## config.mk

```make
export PLATFORM = sky130hd
export DESIGN_NAME = dense_layer_engine
export DESIGN_NICKNAME = d
export VERILOG_FILES = /design/src/rtl/nn_pkg.sv /design/src/rtl/relu_sat.sv /design/src/rtl/dense_layer_engine.sv
export SDC_FILE = /design/constraint.sdc
export NUM_CORES = 1
export LEC_CHECK = 0
export BUFFER_PORTS_ARGS = -buffer_cell sky130_fd_sc_hd__buf_2
export CORE_UTILIZATION = 55
export CTS_CLUSTER_DIAMETER = 120
export DETAILED_ROUTE_END_ITERATION = 6
export PLACE_DENSITY = 0.79
export SLEW_MARGIN = 0
export SYNTH_ARGS = -nofsm -noshare
export SYNTH_HDL_FRONTEND = slang
export SYNTH_SLANG_ARGS = --single-unit
```

## constraint.sdc

```tcl
create_clock -name clk -period 11 [get_ports clk]
set_input_delay 0.55 -clock clk [delete_from_list [all_inputs] [get_ports clk]]
set_output_delay 0.55 -clock clk [all_outputs]
set_load 0.02 [all_outputs]
```

## src/rtl/nn_pkg.sv

```systemverilog
// Shared definitions for the dense-layer compute engines: FSM states,
// default widths and layer sizes, and the address-width helper.
package nn_pkg;

   typedef enum logic [2:0] {
      ST_IDLE  = 3'd0,
      ST_MAC   = 3'd1,
      ST_DRAIN = 3'd2,
      ST_WRITE = 3'd3,
      ST_DONE  = 3'd4
   } state_t;

   localparam int N_IN_DEF   = 784;
   localparam int N_OUT_DEF  = 16;
   localparam int DATA_W_DEF = 8;
   localparam int W_W_DEF    = 8;
   localparam int B_W_DEF    = 16;
   localparam int ACC_W_DEF  = 28;
   localparam int OUT_W_DEF  = 8;
   localparam int SHIFT_DEF  = 7;

   // A single-entry memory still needs a 1-bit address port.
   function automatic int addr_w(input int n);
      return (n > 1) ? $clog2(n) : 1;
   endfunction

   localparam int IN_AW_DEF = addr_w(N_IN_DEF);
   localparam int W_AW_DEF  = addr_w(N_IN_DEF * N_OUT_DEF);
   localparam int B_AW_DEF  = addr_w(N_OUT_DEF);

endpackage

```

## src/rtl/relu_sat.sv

```systemverilog
// ReLU followed by arithmetic right shift and unsigned saturation of an
// accumulator to an output activation.
module relu_sat
   import nn_pkg::*;
#(
   parameter int ACC_W = ACC_W_DEF,
   parameter int SHIFT = SHIFT_DEF,
   parameter int OUT_W = OUT_W_DEF
) (
   input  logic signed [ACC_W-1:0] acc,
   output logic        [OUT_W-1:0] act
);

   localparam logic [ACC_W-1:0] MAX_V = {{(ACC_W-OUT_W){1'b0}}, {OUT_W{1'b1}}};

   logic [ACC_W-1:0] shifted;

   // Negative sums clamp to zero; large positive sums clamp to full scale.
   always_comb begin
      shifted = acc >>> SHIFT;
      if (acc[ACC_W-1]) begin
         act = {OUT_W{1'b0}};
      end else if (shifted > MAX_V) begin
         act = MAX_V[OUT_W-1:0];
      end else begin
         act = shifted[OUT_W-1:0];
      end
   end

endmodule

```

## src/rtl/dense_layer_engine.sv

```systemverilog
// Fully-connected layer engine: streams inputs/weights from 1-cycle memories,
// accumulates bias + sum(in*w) per neuron and writes ReLU-saturated results.
module dense_layer_engine
   import nn_pkg::*;
#(
   parameter int N_IN   = N_IN_DEF,
   parameter int N_OUT  = N_OUT_DEF,
   parameter int DATA_W = DATA_W_DEF,
   parameter int W_W    = W_W_DEF,
   parameter int B_W    = B_W_DEF,
   parameter int ACC_W  = ACC_W_DEF,
   parameter int SHIFT  = SHIFT_DEF,
   parameter int OUT_W  = OUT_W_DEF,
   localparam int IN_AW = addr_w(N_IN),
   localparam int W_AW  = addr_w(N_IN * N_OUT),
   localparam int B_AW  = addr_w(N_OUT)
) (
   input  logic              clk,
   input  logic              reset_n,
   input  logic              go,
   output logic              busy,
   output logic              done,
   output logic [IN_AW-1:0]  in_addr,
   input  logic [DATA_W-1:0] in_data,
   output logic [W_AW-1:0]   w_addr,
   input  logic [W_W-1:0]    w_data,
   output logic [B_AW-1:0]   b_addr,
   input  logic [B_W-1:0]    b_data,
   output logic              out_we,
   output logic [B_AW-1:0]   out_addr,
   output logic [OUT_W-1:0]  out_data
);

   localparam int PROD_W = DATA_W + W_W + 1;
   localparam logic [IN_AW-1:0] I_LAST = IN_AW'(N_IN - 1);
   localparam logic [B_AW-1:0]  J_LAST = B_AW'(N_OUT - 1);

   state_t state;
   state_t state_nxt;

   logic                     last_i;
   logic                     rd_valid;
   logic                     rd_first;
   logic signed [PROD_W-1:0] in_ext;
   logic signed [PROD_W-1:0] w_ext;
   logic signed [PROD_W-1:0] prod;
   logic signed [ACC_W-1:0]  prod_ext;
   logic signed [ACC_W-1:0]  bias_ext;
   logic signed [ACC_W-1:0]  acc;
   logic signed [ACC_W-1:0]  acc_nxt;
   logic        [OUT_W-1:0]  act;

   // in_addr doubles as the input counter i, b_addr as the neuron counter j.
   assign last_i = (in_addr == I_LAST);

   // Next-state logic.
   always_comb begin
      state_nxt = state;
      case (state)
         ST_IDLE:  if (go) state_nxt = ST_MAC;
                   else    state_nxt = ST_IDLE;
         ST_MAC:   if (last_i) state_nxt = ST_DRAIN;
                   else        state_nxt = ST_MAC;
         ST_DRAIN: state_nxt = ST_WRITE;
         ST_WRITE: if (b_addr == J_LAST) state_nxt = ST_DONE;
                   else                  state_nxt = ST_MAC;
         ST_DONE:  state_nxt = ST_IDLE;
         default:  state_nxt = ST_IDLE;
      endcase
   end

   // State register, counters/addresses and registered handshake outputs.
   always_ff @(posedge clk) begin
      if (!reset_n) begin
         state    <= ST_IDLE;
         busy     <= 1'b0;
         done     <= 1'b0;
         out_we   <= 1'b0;
         out_addr <= '0;
         out_data <= '0;
         in_addr  <= '0;
         w_addr   <= '0;
         b_addr   <= '0;
      end else begin
         state  <= state_nxt;
         busy   <= (state_nxt != ST_IDLE);
         done   <= (state_nxt == ST_DONE);
         out_we <= (state_nxt == ST_WRITE);
         case (state)
            ST_IDLE: begin
               if (go) begin
                  in_addr <= '0;
                  w_addr  <= '0;
                  b_addr  <= '0;
               end
            end
            ST_MAC: begin
               if (!last_i) begin
                  in_addr <= in_addr + IN_AW'(1);
                  w_addr  <= w_addr + W_AW'(1);
               end
            end
            ST_DRAIN: begin
               // Result is taken from the accumulator value being formed this cycle.
               out_addr <= b_addr;
               out_data <= act;
            end
            ST_WRITE: begin
               if (b_addr != J_LAST) begin
                  in_addr <= '0;
                  w_addr  <= w_addr + W_AW'(1);
                  b_addr  <= b_addr + B_AW'(1);
               end
            end
            default: ;
         endcase
      end
   end

   // Read-return tags: data arriving this cycle belongs to last cycle's MAC read.
   always_ff @(posedge clk) begin
      if (!reset_n) begin
         rd_valid <= 1'b0;
         rd_first <= 1'b0;
         acc      <= '0;
      end else begin
         rd_valid <= (state == ST_MAC);
         rd_first <= (state == ST_MAC) && (in_addr == '0);
         acc      <= acc_nxt;
      end
   end

   // Signed product and accumulate; bias is folded in with the first product.
   always_comb begin
      in_ext   = {{(W_W + 1){1'b0}}, in_data};
      w_ext    = {{(DATA_W + 1){w_data[W_W-1]}}, w_data};
      prod     = in_ext * w_ext;
      prod_ext = {{(ACC_W - PROD_W){prod[PROD_W-1]}}, prod};
      bias_ext = {{(ACC_W - B_W){b_data[B_W-1]}}, b_data};
      if (rd_valid) begin
         if (rd_first) acc_nxt = bias_ext + prod_ext;
         else          acc_nxt = acc + prod_ext;
      end else begin
         acc_nxt = acc;
      end
   end

   relu_sat #(
      .ACC_W (ACC_W),
      .SHIFT (SHIFT),
      .OUT_W (OUT_W)
   ) u_relu_sat (
      .acc (acc_nxt),
      .act (act)
   );

endmodule

```

Yosys cells after proc, flatten, opt, wreduce, memory -nomap -nowiden --
Index checks and enable logic that the tools add are counted.
Operators by class: add/sub/neg operators 5, multiply operators 1, $lt $le $gt $ge 1, equal/unequal tests 11, muxes and demuxes 19, reductions and logical operators 8
Operators by type and width (count):
- $mux W28 | 2
- $mux W14 | 3
- $pmux W14 S3 | 1
- $mux W10 | 3
- $pmux W10 S3 | 1
- $add A28 B17 Y28 | 1
- $gt A28 B8 Y1 const B | 1
- $add A16 B17 Y18 | 1
- $mul A9 B8 Y17 | 1
- $mux W8 | 2
- $add A14 B1 Y14 const B | 1
- $pmux W3 S4 | 1
- $add A10 B1 Y10 const B | 1
- $eq A10 B10 Y1 const B | 1
- $logic_not A10 Y1 | 1
- $eq A3 B2 Y1 const B | 3
- $mux W4 | 2
- $pmux W4 S2 | 1
- $ne A2 B2 Y1 const B | 3
- $reduce_bool A3 Y1 | 2
- $add A4 B1 Y4 const B | 1
- $eq A4 B4 Y1 const B | 1
- $ne A4 B4 Y1 const B | 1
- $reduce_and A4 Y1 | 1
- other kinds (9) | 9
Word-level totals: bits in registers 76, input port bits 35, output and inout port bits 43, logic and storage cells 58

Depth between registers and ports, before layout --
word-level depth 7, mapped depth 32, mapped depth without buffers 31

By module --
From an unflattened synthesis, not the netlist that was laid out.
Unflattened totals: cells, all modules 983, area, all modules 7933.9 µm²
By module, submodules not included:
- dense_layer_engine | times used 1, cells each 960, area each 7744.9 µm², sequential area each 1521.5 µm²
- relu_sat | times used 1, cells each 23, area each 188.9 µm², sequential area each 0.0 µm²

Worst setup path before layout --
OpenSTA, ideal clock, no wires.
path kind in2reg, start point in in_data[0], end point reg out_data[1], library setup time 0.138 ns, arrival time 6.894 ns, required time 10.862 ns, setup slack 3.968 ns, cell stages on the path 27, path buffers 1, path through nand2b_1 -> fa_1 -> fa_1 -> inv_1 -> fa_1 -> inv_1 -> fa_1 -> inv_1 -> ha_1 -> a211o_1 -> o211ai_1 -> a21oi_1 -> o211a_1 -> o41ai_2 -> xnor2_1 -> ha_1 -> buf_2 -> a21oi_1 -> o21bai_1 -> a2111oi_0 -> nor2_1 -> a211oi_2 -> xor2_1 -> nor3_1 -> a2111o_1 -> nor4_4 -> a31oi_1
Between the ends: cells in the longest elaborated chain, start to end 7, elaborated cells on any way between the ends 8, those cells by class add/sub (2); mul (1); order compare (1); mux (4)
RTL lines:
- from (decl) | RTL line dense_layer_engine.sv:24 | input logic [DATA_W-1:0] in_data,
- $mul A9 B8 Y17 * | RTL line dense_layer_engine.sv:137 | prod = in_ext * w_ext;
- $add A28 B17 Y28 or $add A16 B17 Y18 (tied branches) | RTL line dense_layer_engine.sv:142, dense_layer_engine.sv:141
- $mux W28 * | RTL line dense_layer_engine.sv:141 | if (rd_first) acc_nxt = bias_ext + prod_ext;
- $mux W28 * | RTL line dense_layer_engine.sv:140 | if (rd_valid) begin
- $gt A28 B8 Y1 | RTL line relu_sat.sv:23 | end else if (shifted > MAX_V) begin
- $mux W8 | RTL line relu_sat.sv:23
- $mux W8 * | RTL line relu_sat.sv:21 | if (acc[ACC_W-1]) begin
- to (signal assigned) | RTL line dense_layer_engine.sv:106 | out_data <= act;
- to (decl) | RTL line dense_layer_engine.sv:31 | output logic [OUT_W-1:0] out_data
Mark *: on every way between the ends. The rest lies on a longest branch, timed or not. A chain may end at the register's enable or synchronous reset.

Final worst setup path --
Same ends and word-level chain as after synthesis.

==> metrics.md <==
| Metric | Value |
|---|---|
| Hold-fix buffers, CTS | 0 |
| WL per Instance | roughly 15 um |
| Worst hold slack | 495 ps |
| # rows | 42 |
| Mapped cell area | a little under 8000 um2 |
| PostCTS Resize Cnt | 0 |
| Multi-input gate area | 5810 um2 |
| Vias per cell | between 5 and 6 |
| Post-synth EDFFs | 0 |
| Outcome | complete, no violations |
| Core area | around 13000 um2 |
| RSZ-0062 raised after global routing | false |
| Data arrival time of the worst path | around 7700 ps |
| Fraction of layout cells with a size suffix above 1 | 12.0% |
| Setup TNS | 0 ps |
| First-pass GRT wire length | between 30000 and 40000 um |
| Largest net degree at the start of global routing | between 40 and 50 |
| # Post-CTS Setup Buffers | 0 |
| Max_cap viols | 0 |
| Delay-heaviest family, CP | adder cells |
| Relative slew slack | approximately a quarter |
| Congestion Overflow GR | 0 |
| Setup Skew | a little over 10 ps |
| Count of final setup violators | 0 |
| Max incr delay on CP | 550 ps |
| Die Footprint | 14500 um2 |
| Filler cells | 1184 |
| Drt first-iter violations | roughly 370 |
| Crit path buffers/inverters | 5 |
| Clock Path Buffers | 2 |
| Setup Slack @ Placement | 3290 ps |
| Root Buffer | clkbuf_16 |
| Syn Area/Cell | slightly above 8 um2 |
| FMAX | 134 MHz |
| TritonCTS clock tree | built |
| Boundary Pins | about 80 |
| Setup WS post-layout | about 3500 ps |
| Synth warnings | 0 |
| Worst Setup End Kind | flip-flop |
| Hold WC Path Type | flip-flop to flip-flop |
| Fin crit period | about 7500 ps |
| GP Congestion | ~0.95 |
| Final hold violations | 0 |
| Seq. cell area | around 1500 um2 |
| H-tree Lvls | 3 |
| Hpwl dp | ~14000 um |
| Port-buffer cells | 77 |
| Worst VDD drop | roughly 0.15 mV |
| Area leader, netlist | dfxtp_1 |
| Worst setup path class | input pin to flip-flop |
| Total global-route track usage | between 20% and 30% |
| Total Nets Final | around 1.2k |
| DRC | 0 |
| Post-Syn Nets | 1121 |
| Die Width | 120 um |
| CP Launch Type | input pin |
| Critical Path RT | ~11000 ps |
| Clk sinks | 76 |
| Placed Cells | approximately 1.2k |
| CTS Buf Count | 9 |
| Period utilisation layout | roughly 68% |
| Clock slew at reported path FFs | approximately 60 ps |
| Vias in the first global route | ~6.6k |
| Count of state elements after synthesis | 76 |
| Post-synthesis async set-or-reset flop share | 0% |
| Worst-Skew Late Latency | 340 ps |
| Non-Filler Instances | 1203 |
| Pleak | about 4 nW |
| Top cell by count, worst path | fa_1 |
| Antenna Violating Nets Remaining | 0 |
| Syn Inst Count | ~960 |
| Synth unique cells | 74 |
| Final Max Tran Viols | 0 |
| Initial antenna violation count | 0 |
| Post-synth top area share | around a fifth |
| Area Overhead vs Synth | 10.6% |
| DRT Pass-1 Iters | 5 |
| Total power | 2.01 mW |
| Seq/Total Area, Yosys | between 10% and 20% |
| Die Height | 120 um |
| Largest cells by area after synthesis | dfxtp_1 (20%), ha_1 (15%), fa_1 (10%) |
| Worst path slowest cell | fa_1 |
| Starting Density | between 50 and 60% |
| Pwr dens | 236 nW/um2 |
| Vias | 6944 |
| Worst Max-Slew Pin Slew | between 1000 and 1500 ps |
| Critical path peak fanout | 13 |
| Dominant synthesized flop cell | dfxtp_1 |
| Antenna diodes | 0 |
| Routed WL | 18000 um |
[cell usage in the layout (no fill, tap or decap), types with 4 or more instances in the layout]
cell and count:
a211oi_1 12, a21o_1 17, a21oi_1 72, a22oi_1 7, a31oi_1 9, and2_1 52
and3_1 10, buf_2 77, buf_4 4, clkbuf_16 9, dfxtp_1 76, fa_1 39
ha_1 91, inv_1 71, mux2i_1 9, nand2_1 85, nand2b_1 9, nand3_1 17
nand4_1 11, nor2_1 122, nor2b_1 8, nor3_1 13, nor3b_1 4, nor4_1 4
o211ai_1 5, o21a_1 11, o21ai_0 39, o21bai_1 4, or3_1 6, xnor2_1 30
xor2_1 36
[power breakdown]
group          total [mW]  internal (mW)  leakage, nW  switching [mW]
combinational        1.42          0.582         3.25           0.833
clock               0.293          0.176        0.139           0.117
sequential          0.305          0.293        0.617          0.0121
total                2.01           1.05         4.00           0.963
[flip-flops by register name, summed over array words and instances, names as in the netlist]
| signal | flops |
|---|---|
| acc | 28 |
| w_addr | 14 |
| in_addr | 10 |
| out_data | 8 |
| b_addr | 4 |
| out_addr | 4 |
| state | 3 |
| busy | 1 |
| done | 1 |
| out_we | 1 |
| rd_first | 1 |
| rd_valid | 1 |
[metrics by stage]
stage	area, um2	utilization (%)
2_1_floorplan	7710	-
3_3_place_gp	8240	61.2
3_5_place_dp	8240	61.2
4_1_cts	8530	63.4
5_1_grt	8530	63.4
6_report	8530	63.4
[cells in the mapped netlist (10+ instances only)]
| library cell | number |
|---|---|
| a211oi_1 | 12 |
| a21o_1 | 17 |
| a21oi_1 | 72 |
| and2_1 | 52 |
| and3_1 | 10 |
| buf_2 | 10 |
| clkbuf_1 | 14 |
| dfxtp_1 | 76 |
| fa_1 | 39 |
| ha_1 | 91 |
| inv_1 | 71 |
| nand2_1 | 85 |
| nand3_1 | 17 |
| nand4_1 | 11 |
| nor2_1 | 122 |
| nor3_1 | 13 |
| o21a_1 | 11 |
| o21ai_0 | 39 |
| xnor2_1 | 30 |
| xor2_1 | 36 |
[logic make-up after synthesis]
family | synth area share, %
simple gates | 22.5
compound gates | 18.8
fa+ha+maj | 24.9
buf+inv | 4.88
flops | 19.7
xor+xnor | 7.50
mux | 1.66
[final timing paths]
kind / slack (ps) / cells past startpoint / start / to
setup / recovery: 3520 / 28 / in_data[0] / out_data[1]
hold reg to reg: 500 / 2 / acc[3] / acc[3]
hold / removal: 500 / 2 / acc[3] / acc[3]
setup reg to reg: 7320 / 12 / acc[0] / out_data[1]
[layer usage]
layer / vias to the layer above / track usage (%) / part of all wire, %
li1: 3440 / - / -
met1: 3221 / 33.1 / 45
met2: 242 / 43.5 / 46
met3: 41 / 4.34 / 5.9
met4: 0 / 8.72 / 2.3
met5: - / 0 / 0
[worst register-to-register path: cells and delay by family (launching register included)]
family | cells | cell delay [ps]
AOI/OAI and AO/OA | 7 | 1530
and+or+nand+nor | 2 | 690
adders and majority gates | 2 | 680
DFF | 1 | 310
muxes | 1 | 310
[final cells by class]
class	count	area share [%]
multi-input cells	783	68.1
repair buffers	81	4.87
clock buffers	10	2.68
flip-flops and latches	76	17.8
inverters	71	3.13
well taps	176	2.58
clock inverters	6	0.748
Power figures use the tool's default switching activity.
